**config.mk**
```make
export PLATFORM = sky130hd
export DESIGN_NAME = serial_word_feeder
export DESIGN_NICKNAME = d
export VERILOG_FILES = /design/src/rtl/serial_pkg.sv /design/src/rtl/serial_word_feeder.sv
export SDC_FILE = /design/constraint.sdc
export NUM_CORES = 1
export LEC_CHECK = 0
export CELL_PAD_IN_SITES_DETAIL_PLACEMENT = 1
export CELL_PAD_IN_SITES_GLOBAL_PLACEMENT = 1
export CORE_MARGIN = 3
export CORE_UTILIZATION = 37
export CTS_CLUSTER_DIAMETER = 50
export DETAILED_ROUTE_END_ITERATION = 10
export PLACE_DENSITY_LB_ADDON = 0.2
export SYNTH_ARGS = -nofsm -noshare
export SYNTH_HDL_FRONTEND = slang
export SYNTH_SLANG_ARGS = --single-unit
export TNS_END_PERCENT = 20
```
**constraint.sdc**
```tcl
create_clock -name clk -period 1.6 [get_ports clk]
set_input_delay 0.32 -clock clk [delete_from_list [all_inputs] [get_ports clk]]
set_output_delay 0.32 -clock clk [all_outputs]
set_load 0.03 [all_outputs]
```
**src/rtl/serial_pkg.sv**
```systemverilog
// rtl/serial_pkg.sv - shared types and constants for the bit-serial word feeder
package serial_pkg;

  typedef enum logic {
    IDLE  = 1'b0,
    SHIFT = 1'b1
  } ser_state_e;

  localparam int SER_WIDTH_DEF = 8;

  // Bits needed to hold a remaining-bit count of w-1; never narrower than 1.
  function automatic int ser_cnt_width(input int w);
    return (w <= 2) ? 1 : $clog2(w);
  endfunction

endpackage

```
**src/rtl/serial_word_feeder.sv**
```systemverilog
// rtl/serial_word_feeder.sv - parallel word to gapless 1-bit stream over valid/ready
// SERIAL_FEEDER_LSB_FIRST_EN selects LSB-first emission; default build is MSB first.
module serial_word_feeder
  import serial_pkg::*;
#(
  parameter int   WIDTH    = SER_WIDTH_DEF,
  parameter logic IDLE_BIT = 1'b0
) (
  input  logic             clk,
  input  logic             reset,
  input  logic [WIDTH-1:0] din,
  input  logic             din_valid,
  output logic             din_ready,
  output logic             sout,
  output logic             sout_valid,
  output logic             word_done,
  output logic             busy
);

  localparam int CW = ser_cnt_width(WIDTH);
  localparam logic [CW-1:0] CNT_LOAD = CW'(WIDTH - 1);

  ser_state_e       state_q, state_d;
  logic [WIDTH-1:0] shreg_q, shreg_d;
  logic [CW-1:0]    cnt_q, cnt_d;

  logic last_bit;
  logic accept;
  logic cur_bit;

  always_ff @(posedge clk) begin
    if (reset) begin
      state_q <= IDLE;
      shreg_q <= '0;
      cnt_q   <= '0;
    end else begin
      state_q <= state_d;
      shreg_q <= shreg_d;
      cnt_q   <= cnt_d;
    end
  end

`ifdef SERIAL_FEEDER_LSB_FIRST_EN
  assign cur_bit = shreg_q[0];
`else
  assign cur_bit = shreg_q[WIDTH-1];
`endif

  always_comb begin
    state_d  = state_q;
    shreg_d  = shreg_q;
    cnt_d    = cnt_q;
    last_bit = (state_q == SHIFT) && (cnt_q == '0);
    // Ready on the last bit lets the next word follow without a bubble.
    din_ready = !reset && ((state_q == IDLE) || last_bit);
    accept    = din_valid && din_ready;

    case (state_q)
      IDLE: begin
        if (accept) begin
          shreg_d = din;
          cnt_d   = CNT_LOAD;
          state_d = SHIFT;
        end
      end
      SHIFT: begin
        if (cnt_q != '0) begin
`ifdef SERIAL_FEEDER_LSB_FIRST_EN
          shreg_d = shreg_q >> 1;
`else
          shreg_d = shreg_q << 1;
`endif
          cnt_d = cnt_q - 1'b1;
        end else if (accept) begin
          shreg_d = din;
          cnt_d   = CNT_LOAD;
        end else begin
          state_d = IDLE;
        end
      end
      default: state_d = IDLE;
    endcase
  end

  // Reset forces the line idle immediately so a discarded word never leaks a bit.
  always_comb begin
    sout_valid = !reset && (state_q == SHIFT);
    busy       = sout_valid;
    sout       = sout_valid ? cur_bit : IDLE_BIT;
    word_done  = sout_valid && (cnt_q == '0);
  end

endmodule
```
After elaboration in Yosys (flattened, before gate mapping)
Index checks and enable logic that the tools add are counted.

Flip-flop bits (word level): 12. Input bits: 11. Output and inout bits: 5. Logic and storage cells: 24.

Add/subtract/negate cells: 1. Muxes and demuxes: 10. Bitwise operators: 1. Reduce and logical (&&, ||, !) cells: 9.

Operator list (count): 8-bit two-way mux (2); 8-bit case mux with 2 select lines (1); 3-bit two-way mux (2); 3-bit case mux with 2 select lines (1); 1-bit logical AND (5); 3-bit zero test (1); 1-bit two-way mux (3); 3-bit nonzero test (1); 3-bit by 1-bit subtractor with 3-bit output (second input constant) (1); 1-bit case mux with 2 select lines (1); 1-bit zero test (1); 1-bit logical OR (1); 1-bit NOT (1).

Longest topological paths before layout
Depth in word-level cells: 8. Mapped depth: 6. Mapped depth without buffers: 5.

Least setup slack after synthesis
Ideal clock, no wire load.

Path kind: register to output. Start: reg state_q. End: out word_done. Arrival: 1.457 ns. Required time: 1.280 ns. Slack: -0.177 ns. Cell stages (with the launch flop): 3. Buffers on the path: 0. Cells stage by stage: dfxtp_1 -> nor2b_1 -> nor2b_1.

Cells in the longest elaborated chain, start to end: 2.

Ends and longest elaborated chain: start: declaration (RTL line serial_word_feeder.sv:23) `ser_state_e state_q, state_d;`; start signal: assignment (RTL line serial_word_feeder.sv:37) `state_q <= state_d;`; 1-bit logical AND (RTL line serial_word_feeder.sv:87) `sout_valid = !reset && (state_q == SHIFT);`; net busy (RTL line serial_word_feeder.sv:17) `output logic busy`; 1-bit logical AND (RTL line serial_word_feeder.sv:90) `word_done = sout_valid && (cnt_q == '0);`; end: declaration (RTL line serial_word_feeder.sv:16) `output logic word_done,`.

The timed path passes the listed nets, and every way through them passes these cells.

Worst setup path after layout
Start: reg cnt_q[0]. End: out din_ready.

Cells in the longest elaborated chain, start to end: 4.

Ends and longest elaborated chain: start: declaration (RTL line serial_word_feeder.sv:25) `logic [CW-1:0] cnt_q, cnt_d;`; start signal: assignment (RTL line serial_word_feeder.sv:39) `cnt_q <= cnt_d;`; 3-bit zero test (RTL line serial_word_feeder.sv:53) `last_bit = (state_q == SHIFT) && (cnt_q == '0);`; 1-bit logical AND (RTL line serial_word_feeder.sv:53); 1-bit logical OR (RTL line serial_word_feeder.sv:55) `din_ready = !reset && ((state_q == IDLE) || last_bit);`; 1-bit logical AND (RTL line serial_word_feeder.sv:55); end: declaration (RTL line serial_word_feeder.sv:13) `output logic din_ready,`.

Every way passes these cells.

==> metrics.yaml <==
synth:
  synth-seq-cells: 12
  synth_top_area_cell: "dfxtp_1"
  synth_top_area_share_pct: 33.28
  ys_warn_count: 0
  synth.avg_cell_area_um2: 10.31
  syn-cell-area_um2: 721.9
  ys_seq_area_share_pct: 33.28
  synth_nets: 83
  synthCells: 70
  yosys-top-cells-area: "dfxtp_1 (33%), a211oi_2 (16%), a221oi_2 (10%)"
  ys_types: 19
sta:
  fin_skew_ns: 0.002235
  max_freq_mhz: 621.1
  final-setup-viol-count: 1
  fin_setup_tns_ns: -0.01010
  report.final.slew_viol_count: 0
  final.period_utilization_pct: 100.6
  setup_ws_ns: -0.01010
  slew_headroom_pct: 76.13
  tightest_slew_ns: 0.3581
  rsz0062_at_grt: "true"
  fin_crit_ns: 1.610
  hold_violations: 0
grt:
  antenna_found_initial: 0
  grt_pass1_wl_um: 2973
  grt_max_degree: 14
  grt.total_usage_pct: 15.75
  grt_pass1_vias: 626
  grt_overflow: 0
setup_path:
  cp-end-kind: "output pin"
  crit_type: "register to output pin"
  critPathRequiredTime_ns: 1.28
  crit_path_start_kind: "register"
  cp_max_fo: 2
  cp.arrival_ns: 1.29
power:
  power.share.sequential_pct: 38.5
  combPwrFrac_pct: 33.8
  leakage_nw: 0.4061
  p_sw_share_pct: 30.42
  vdd_drop_max_mv: 0.5899
  power.density_nw_per_um2: 882.0
  power_switching_mw: 0.2759
  intPower_mw: 0.6312
  p_clk_share_pct: 27.7
floorplanning:
  io-pin-count: 16
  die-height_um: 50.17
  rows: 15
  die_x_um: 50.17
  dieArea_um2: 2517
  core_um2: 1783
  start_util_pct: 40.49
finish:
  fin_nets: 109
  antenna_cells: 0
  final_cells: 120
  layout-drive-gt1-share_pct: 50.53
  syn_to_final_growth_pct: 42.46
  fillers: 194
placement:
  dp_cells: 110
  gp_congestion: 0.6664
  hpwl_um: 1157
  io_buffers: 15
route:
  vias_per_cell: 5.167
  drt_iter0_markers: 4
  drc: 0
  wl_per_cell_um: 14.63
  firstDrtPassIters: 4
  vias: 620
  wl_um: 1756
  ant_nets: 0
clock_network:
  root_buffer: "clkbuf_4"
  worstSkewPairLatency_ns: 0.28
  cts_tree: "yes"
  clkTransAtPathRegs_ns: 0.08
  htreeDepth: 1
  clock_path_buffers: 2
  cts_sinks: 12
  numCtsBuffers: 3
run:
  max_cap_viol_count: 0
outcome:
  status: "finished, violations left"
  violations: "setup timing"
worst_hold_path:
  holdCritPathClass: "register to register"
==> final timing paths <==
check | startpoint | endpoint | slack [ns] | cells after the start
worst min-delay path | shreg_q[4] | shreg_q[5] | 0.47 | 2
worst max-delay path | cnt_q[0] | din_ready | -0.01 | 6
worst min register to register | shreg_q[4] | shreg_q[5] | 0.47 | 2
worst max register to register | cnt_q[0] | shreg_q[2] | 0.13 | 7
==> per-stage QoR <==
stage	hold WS [ns]	setup WS (ns)	power, mW	util [%]	cell area [um^2]
6_report	0.4699	-0.01010	0.9071	57.68	1028
5_1_grt	0.4803	-0.07601	0.9564	57.68	1028
2_1_floorplan	0.3846	-0.08563	0.5338	-	724.4
4_1_cts	0.4716	-0.01032	0.9112	57.12	1018
3_3_place_gp	0.4495	0.02944	0.5946	49.82	888.4
3_5_place_dp	0.4512	-0.06728	0.5995	49.82	888.4
==> logic make-up (layout without fill, tap and decap cells) <==
group,Yosys count,in the layout,synth area share [%]
and+or+nand+nor,16,16,14.21
adders and majority gates,2,2,3.466
AOI/OAI and AO/OA,22,22,34.49
buffers and inverters,17,42,13.17
muxes,1,1,1.387
DFF,12,12,33.28
==> repair_timing <==
action | in CTS | in global routing
cloned | 0 | 0
resized for setup | 17 | 1
pin swaps | 1 | 1
setup endpoints to repair | 3 | 3
hold buffers | 0 | 0
setup buffers | 5 | 1
==> sequential cells by signal, indices dropped and copies added (netlist names) <==
| register | flops |
|---|---|
| shreg_q | 8 |
| state_q | 1 |
| cnt_q | 3 |
==> metal layers <==
| metal | track usage [%] | share of wire [%] |
|---|---|---|
| met3 | 6.231 | 4.0 |
| met4 | 2.765 | 0.34 |
| met2 | 27.61 | 51 |
| met5 | 0 | 0 |
| met1 | 18.01 | 44 |
==> synth_stat cells, drive strengths merged <==
| master | n |
|---|---|
| nand2b | 1 |
| nor3 | 2 |
| a21o | 1 |
| mux2i | 1 |
| nor2b | 9 |
| nor2 | 2 |
| inv | 10 |
| ha | 2 |
| dfxtp | 12 |
| a221oi | 7 |
| and2 | 2 |
| a211oi | 13 |
| a21oi | 1 |
| buf | 7 |
==> critical path, stage by stage (launching register included) <==
cell and delay, ns:
dfxtp_2 0.33, inv_2 0.07, ha_4 0.15, nand2b_4 0.06
and2_4 0.17, nor2_4 0.09, buf_6 0.14
==> layout by cell type, fill, tap and decap left out, types with 3 or more instances in the layout <==
cell type         n
a221oi_2          5
dfxtp_1           9
clkdlybuf4s50_1   9
buf_4            15
a211oi_2          9
inv_1             8
dfxtp_2           3
a211oi_1          4
clkbuf_4          3
nor2b_1           7
==> final cells by class <==
type / count / area, um^2 / area share [%]
Timing Repair Buffer: 28 / 257.7 / 25.06
Tap cell: 25 / 31.28 / 3.041
Inverter: 10 / 37.54 / 3.650
Multi-Input combinational cell: 41 / 421.7 / 41.00
Sequential cell: 12 / 244.0 / 23.72
Clock buffer: 4 / 36.28 / 3.528
==> power groups by stage <==
stage,registers (mW),logic [mW],clock network [mW]
floorplan,0.349,0.185,0
global placement,0.353,0.241,0
detailed placement,0.355,0.245,0
CTS,0.349,0.301,0.261
global route,0.353,0.333,0.271
finish,0.349,0.306,0.252
(Power assumes the default switching activity.)
